### src/rtl/stage_if_pkg.sv
// Shared types and constants for the instruction-fetch stage: bus widths,
// fetch FSM state encodings and the word-alignment mask for fetch addresses.
package stage_if_pkg;

    localparam int InstAddrBus = 32;
    localparam int InstBus     = 32;

    localparam logic [InstAddrBus-1:0] ZeroWord      = 32'h0000_0000;
    localparam logic [InstAddrBus-1:0] InstAlignMask = 32'hFFFF_FFFC;

    typedef enum logic [1:0] {
        IF_IDLE = 2'b00,
        IF_WAIT = 2'b01,
        IF_DROP = 2'b10
    } if_state_e;

    function automatic logic [InstAddrBus-1:0] align_pc(input logic [InstAddrBus-1:0] addr);
        return addr & InstAlignMask;
    endfunction

endpackage

### src/rtl/stage_if_queue.sv
// Synchronous FIFO for fetched {pc, inst} entries. The flush input overrides
// push and pop. An empty queue presents an all-zero head.
module if_queue #(
    parameter  int DEPTH = 2,
    parameter  int WIDTH = 64,
    localparam int AW    = $clog2(DEPTH),
    localparam int CW    = AW + 1
) (
    input  logic             clk_i,
    input  logic             rst_ni,
    input  logic             push_i,
    input  logic [WIDTH-1:0] wdata_i,
    input  logic             pop_i,
    input  logic             flush_i,
    output logic [WIDTH-1:0] rdata_o,
    output logic             full_o,
    output logic             empty_o,
    output logic [CW-1:0]    count_o
);

    logic [WIDTH-1:0] mem_q [DEPTH];
    logic [AW-1:0]    rd_ptr_q, rd_ptr_d;
    logic [AW-1:0]    wr_ptr_q, wr_ptr_d;
    logic [CW-1:0]    count_q, count_d;
    logic             do_push_s, do_pop_s;

    assign full_o  = (count_q == CW'(DEPTH));
    assign empty_o = (count_q == CW'(0));
    assign count_o = count_q;
    assign rdata_o = empty_o ? {WIDTH{1'b0}} : mem_q[rd_ptr_q];

    // Pointer and occupancy next-state; the pointers wrap naturally because DEPTH is a power of two.
    always_comb begin
        do_push_s = push_i && (!full_o || pop_i);
        do_pop_s  = pop_i && !empty_o;
        rd_ptr_d  = rd_ptr_q;
        wr_ptr_d  = wr_ptr_q;
        count_d   = count_q;
        if (flush_i) begin
            rd_ptr_d = AW'(1'b0);
            wr_ptr_d = AW'(1'b0);
            count_d  = CW'(1'b0);
        end else begin
            if (do_push_s) begin
                wr_ptr_d = wr_ptr_q + AW'(1'b1);
            end else begin
                wr_ptr_d = wr_ptr_q;
            end
            if (do_pop_s) begin
                rd_ptr_d = rd_ptr_q + AW'(1'b1);
            end else begin
                rd_ptr_d = rd_ptr_q;
            end
            count_d = count_q + CW'(do_push_s) - CW'(do_pop_s);
        end
    end

    // Pointer and occupancy registers.
    always_ff @(posedge clk_i or negedge rst_ni) begin
        if (!rst_ni) begin
            rd_ptr_q <= AW'(1'b0);
            wr_ptr_q <= AW'(1'b0);
            count_q  <= CW'(1'b0);
        end else begin
            rd_ptr_q <= rd_ptr_d;
            wr_ptr_q <= wr_ptr_d;
            count_q  <= count_d;
        end
    end

    // Entry storage; a flushed push is not written.
    always_ff @(posedge clk_i or negedge rst_ni) begin
        if (!rst_ni) begin
            for (int i = 0; i < DEPTH; i++) begin
                mem_q[i] <= {WIDTH{1'b0}};
            end
        end else if (do_push_s && !flush_i) begin
            mem_q[wr_ptr_q] <= wdata_i;
        end
    end

endmodule

### src/rtl/stage_if.sv
// Instruction-fetch stage: fetch PC, req/ack memory interface, fetch FSM and IF/ID queue.
// Define IF_PERF_CNT_EN to add the perf_fetch_cnt / perf_drop_cnt counters.
module stage_if
    import stage_if_pkg::*;
#(
    parameter logic [31:0] RESET_PC    = 32'h0000_0000,
    parameter int          QUEUE_DEPTH = 2
) (
    input  logic        clk,
    input  logic        rst,
    input  logic        stall,
    input  logic        br_flag,
    input  logic [31:0] br_target,
    output logic        mem_req,
    output logic [31:0] mem_addr,
    input  logic        mem_ack,
    input  logic [31:0] mem_rdata,
    output logic        if_valid,
    output logic [31:0] if_pc,
    output logic [31:0] if_inst
`ifdef IF_PERF_CNT_EN
    ,
    output logic [31:0] perf_fetch_cnt,
    output logic [31:0] perf_drop_cnt
`endif
);

    localparam int CW = $clog2(QUEUE_DEPTH) + 1;

    if_state_e                         state_q, state_d;
    logic [InstAddrBus-1:0]            fetch_pc_q, fetch_pc_d;
    logic [InstAddrBus-1:0]            mem_addr_q, mem_addr_d;
    logic                              mem_req_q, mem_req_d;
    logic                              push_s, pop_s, flush_s;
    logic                              q_full_s, q_empty_s;
    logic [CW-1:0]                     q_count_s;
    logic [InstAddrBus+InstBus-1:0]    q_head_s;

    if_queue #(
        .DEPTH (QUEUE_DEPTH),
        .WIDTH (InstAddrBus + InstBus)
    ) u_queue (
        .clk_i   (clk),
        .rst_ni  (rst),
        .push_i  (push_s),
        .wdata_i ({mem_addr_q, mem_rdata}),
        .pop_i   (pop_s),
        .flush_i (flush_s),
        .rdata_o (q_head_s),
        .full_o  (q_full_s),
        .empty_o (q_empty_s),
        .count_o (q_count_s)
    );

    assign pop_s    = !q_empty_s && !stall && !br_flag;
    assign if_valid = (q_count_s != CW'(1'b0));
    assign if_pc    = q_head_s[InstAddrBus+InstBus-1:InstBus];
    assign if_inst  = q_head_s[InstBus-1:0];
    assign mem_req  = mem_req_q;
    assign mem_addr = mem_addr_q;

    // Fetch FSM next-state: a redirect flushes the queue and retargets fetch_pc ahead of everything else.
    always_comb begin
        state_d    = state_q;
        fetch_pc_d = fetch_pc_q;
        mem_req_d  = mem_req_q;
        mem_addr_d = mem_addr_q;
        push_s     = 1'b0;
        flush_s    = br_flag;
        unique case (state_q)
            IF_IDLE: begin
                if (br_flag) begin
                    fetch_pc_d = align_pc(br_target);
                end else if (!q_full_s) begin
                    mem_req_d  = 1'b1;
                    mem_addr_d = fetch_pc_q;
                    state_d    = IF_WAIT;
                end else begin
                    state_d = IF_IDLE;
                end
            end
            IF_WAIT: begin
                if (br_flag) begin
                    fetch_pc_d = align_pc(br_target);
                    if (mem_ack) begin
                        mem_req_d = 1'b0;
                        state_d   = IF_IDLE;
                    end else begin
                        state_d = IF_DROP;
                    end
                end else if (mem_ack) begin
                    push_s     = 1'b1;
                    fetch_pc_d = fetch_pc_q + 32'd4;
                    mem_req_d  = 1'b0;
                    state_d    = IF_IDLE;
                end else begin
                    state_d = IF_WAIT;
                end
            end
            IF_DROP: begin
                if (br_flag) begin
                    fetch_pc_d = align_pc(br_target);
                end else begin
                    fetch_pc_d = fetch_pc_q;
                end
                // The abandoned request still owns the bus until its ack arrives.
                if (mem_ack) begin
                    mem_req_d = 1'b0;
                    state_d   = IF_IDLE;
                end else begin
                    state_d = IF_DROP;
                end
            end
            default: begin
                mem_req_d = 1'b0;
                state_d   = IF_IDLE;
            end
        endcase
    end

    // Fetch FSM, fetch PC and memory-interface registers.
    always_ff @(posedge clk or negedge rst) begin
        if (!rst) begin
            state_q    <= IF_IDLE;
            fetch_pc_q <= RESET_PC;
            mem_req_q  <= 1'b0;
            mem_addr_q <= ZeroWord;
        end else begin
            state_q    <= state_d;
            fetch_pc_q <= fetch_pc_d;
            mem_req_q  <= mem_req_d;
            mem_addr_q <= mem_addr_d;
        end
    end

`ifdef IF_PERF_CNT_EN
    logic [31:0] perf_fetch_cnt_q, perf_drop_cnt_q;
    logic        drop_ack_s;

    assign drop_ack_s     = mem_ack && ((state_q == IF_DROP) || ((state_q == IF_WAIT) && br_flag));
    assign perf_fetch_cnt = perf_fetch_cnt_q;
    assign perf_drop_cnt  = perf_drop_cnt_q;

    // Wrapping counters of accepted and discarded fetches.
    always_ff @(posedge clk or negedge rst) begin
        if (!rst) begin
            perf_fetch_cnt_q <= 32'h0000_0000;
            perf_drop_cnt_q  <= 32'h0000_0000;
        end else begin
            perf_fetch_cnt_q <= perf_fetch_cnt_q + {31'b0, push_s};
            perf_drop_cnt_q  <= perf_drop_cnt_q + {31'b0, drop_ack_s};
        end
    end
`else
    // This build carries no performance counters.
`endif

endmodule

### config.mk
export PLATFORM = sky130hd
export DESIGN_NAME = stage_if
export DESIGN_NICKNAME = d
export VERILOG_FILES = /design/src/rtl/stage_if_pkg.sv /design/src/rtl/stage_if_queue.sv /design/src/rtl/stage_if.sv
export SDC_FILE = /design/constraint.sdc
export NUM_CORES = 1
export LEC_CHECK = 0
export ABC_AREA = 0
export BUFFER_PORTS_ARGS = -buffer_cell sky130_fd_sc_hd__buf_2
export CAP_MARGIN = 5
export CORE_ASPECT_RATIO = 0.9
export CORE_MARGIN = 5
export CORE_UTILIZATION = 50
export DETAILED_ROUTE_END_ITERATION = 6
export PLACE_DENSITY = 0.77
export SLEW_MARGIN = 20
export SYNTH_ARGS = -nofsm -noshare
export SYNTH_HDL_FRONTEND = slang
export SYNTH_HIERARCHICAL = 1
export SYNTH_SLANG_ARGS = --single-unit
### constraint.sdc
create_clock -name clk -period 2.2 [get_ports clk]
set_input_delay 0.11 -clock clk [delete_from_list [all_inputs] [get_ports clk]]
set_output_delay 0.11 -clock clk [all_outputs]
set_load 0.03 [all_outputs]
==> key figures <==
Place
  • Port buffer count: 162
  • Post-DP HPWL: 15100 µm
  • Area post-placement: 10700 µm²
  • RePlAce Congestion: 0.863
  • Cell total after placement: 1151
  • Dpl ws: 0.152 ns

Power and ir drop
  • Total Power: 15.1 mW
  • Sequential group share of total power: 42.8%
  • PwrDens: 1290 nW/µm²
  • Net Sw Power: 5.63 mW
  • Clk pwr share: 21.2%
  • Max VDD drop: 864 µV
  • Switching power share of the total: 37.3%
  • Internal: 9.48 mW
  • Lkg Pwr: 5.33 nW
  • Combinational Power Share: 36.0%

Synth
  • Main combinational cell family by area after synthesis: multiplexers
  • Synth area leaders: dfrtp_1 (52%), mux2_2 (11%), mux2_4 (9.5%)
  • Post-synth top cells: dfrtp_1 (195), mux2_2 (94), nor2_1 (82)
  • Number of synthesized flops with an enable pin: 0
  • Adder-cell area share of the yosys netlist: 0.925%
  • Yosys top cell area share: 51.5%
  • Synthesized area per cell: 12.5 µm²
  • Leading area contributor after synthesis: dfrtp_1
  • Mux cell area share after synthesis: 28.0%
  • Most numerous cell in the Yosys netlist: dfrtp_1
  • Top_reg_cell synth: dfrtp_1
  • Synth cell types: 54
  • Register area share after synthesis: 51.5%
  • Synth warn: 6
  • Synthesized area: 9470 µm²
  • Post-Syn Instances: 760
  • Seq cells post-synth: 195
  • Async SR Flop Fraction: 100%
  • Synth Area in Compound Gates: 6.66%
  • Xor/xnor share of the synthesized area: 0.185%
  • Simple-Gate Fraction of Synth Area: 9.01%

Finish
  • Final Non-Filler Cells: 1229
  • Reg area: 4880 µm²
  • Design Area, Final: 11700 µm²
  • Area grow syn2layout: 24.0%
  • Post-layout util: 63.4%
  • Filler instances: 1413
  • Layout Nets: 1046
  • Layout cell share with drive strength beyond 1: 40.0%
  • Multi-input combinational cell area: 4300 µm²

Route
  • Avg Vias per Cell: 5.52
  • Routed Antenna Nets: 0
  • Routed len/inst: 18.3 µm
  • DRT Pass-1 Iters: 5
  • Post-Route WL: 22500 µm
  • Drc violations: 0
  • Routed via count: 6782
  • DRT iter0 DRCs: 402

Worst setup path
  • Kind of critical path: flop to flop
  • RR Endpoint: u_queue/count_o[1]
  • R2R setup slack: 0.16 ns
  • Crit Path Max Fanout: 6
  • CP Capture Type: flop
  • FF-to-FF path depth: 10
  • Worst EP required: 2.55 ns
  • R2R Path Start: u_queue/count_o[0]
  • Data arrival time of the worst path: 2.39 ns
  • Critical Path Start Type: flop
  • Crit path launch: u_queue/count_o[0]
  • CP Capture Point: u_queue/count_o[1]

GRT
  • First-pass GRT wire length: 36700 µm
  • Gr ovfl total: 0
  • Largest net degree at the start of global routing: 80
  • Number of global-route vias before repair: 6834
  • All-Layer GR Usage: 20.9%
  • Initial antenna violation count: 0

Clock tree
  • H-tree Lvls: 4
  • TritonCTS clock tree: built
  • Postcts setup bufs: 0
  • Clock-pin transition on the worst setup and hold timing paths: 0.07 ns
  • Root Driver: clkbuf_16
  • Max Buffers Root-to-Sink: 2
  • Num CTS Buffers: 17
  • TritonCTS Sinks: 195
  • Skew-Pair Late Insertion Delay: 0.44 ns

STA
  • Relative slew margins: 57.1%
  • Worst-margin pin slew: 0.644 ns
  • Worst hold margin: 0.0207 ns
  • Crit share post-route: 92.9%
  • Final setup fails: 0
  • Final Hold Fails: 0
  • TNS Setup: 0 ns
  • FMAX: 0.489 GHz
  • RSZ-0062 raised after global routing: no
  • Worst setup margin: 0.157 ns
  • Minimum clock period: 2.04 ns
  • Max-slew violations: 0
  • Clock skew: 0.0141 ns

Die
  • FP Rows: 47
  • Die W: 155 µm
  • Initial core utilization: 51.1%
  • Die Ht: 141 µm
  • Ports: 167
  • Core Region: 18500 µm²
  • DIE AREA: 21800 µm²

Hold path
  • Min-delay worst type: input port to flop

Flow run
  • Max-cap violations: 0

Run status
  • Run status: completed
[kinds of logic (layout without fill, tap and decap cells)]
group / count (synthesis) / count (layout)
adders and majority gates: 7 / 7
buffers and inverters: 63 / 281
muxes: 223 / 223
and+or+nand+nor: 173 / 173
other: 1 / 7
AOI/OAI and AO/OA: 96 / 96
xor gates and xnor gates: 2 / 2
DFF: 195 / 195
[state kept, by name (all words and copies together) (netlist names)]
register          flops
fetch_pc_q           30
mem_addr             30
mem_req               1
state_q               2
u_queue/count_o       2
u_queue/mem_q       128
u_queue/rd_ptr_q      1
u_queue/wr_ptr_q      1
[critical path, cell delays in order, from the launching register on]
cell     delay, ns
dfrtp_1       0.46
nor2_4        0.14
nor3_1        0.06
or3b_4        0.41
nand2_1       0.09
ha_1          0.22
inv_1         0.05
ha_1          0.14
xor2_1        0.17
nor2_1        0.06
nor3_1        0.16
[cell usage in the layout, fill, tap and decap left out, types with 3 or more instances in the layout]
master,synthesis,routed
buf_12,0,8
nand4_1,7,7
mux2_4,60,60
nand2_1,27,27
a21oi_1,29,29
nand3_1,15,14
a311oi_1,3,3
o32ai_1,4,4
mux2i_1,65,65
dlygate4sd3_1,0,45
dfrtp_1,195,194
clkbuf_16,0,17
o21ai_0,18,18
buf_4,8,22
o22ai_1,9,9
inv_6,0,5
and4_1,5,5
inv_1,11,11
mux2_2,94,94
nor2_1,82,81
a31oi_1,3,3
and3_1,7,6
clkinv_4,0,3
ha_1,7,7
conb_1,1,6
o22a_1,3,3
nor2b_1,4,4
a32oi_1,3,3
nor3_1,9,8
a2bb2oi_1,12,12
buf_2,19,161
mux2_1,4,4
[layout make-up]
cell class | count | share of cell area [%]
antenna | 1 | 0.0213
clock buffer | 18 | 3.74
clock inverter | 14 | 1.41
inverter | 11 | 0.352
multi-input combinational | 507 | 36.6
sequential | 195 | 41.6
tap | 245 | 2.61
timing repair buffer | 238 | 13.7
[power groups by stage]
stage / clock [mW] / combinational (mW) / sequential (mW)
3_5_place_dp: 0 / 5.37 / 6.51
4_1_cts: 3.27 / 5.46 / 6.45
5_1_grt: 3.42 / 5.91 / 6.69
3_3_place_gp: 0 / 5.20 / 6.42
6_report: 3.20 / 5.44 / 6.46
2_1_floorplan: 0 / 3.56 / 6.59
[worst min-delay path by stage]
stage	startpoint	endpoint	cells after the start
after CTS	br_target[18]	fetch_pc_q[18]	3
after global placement	rst	u_queue/mem_q[8]	1
after floorplan	rst	fetch_pc_q[10]	0
after global routing	br_target[5]	fetch_pc_q[5]	3
final	br_target[26]	fetch_pc_q[26]	3
after detailed placement	rst	u_queue/mem_q[8]	1
[routing by layer]
metal  vias to the layer above  global-route usage [%]  part of all wire, %
li1                       3146                       -                    -
met1                      3405                    30.1                   47
met2                       213                    32.5                   47
met3                        18                    4.63                  6.0
met4                         0                    4.83                 0.78
met5                         -                       0                    0
[repair_timing]
action | CTS | global route
gates resized for setup | 0 | 2
setup endpoints to repair | 0 | 49
hold buffers | 45 | 0
endpoints found under the hold margin | 150 | 0
(Power assumes the default switching activity.)
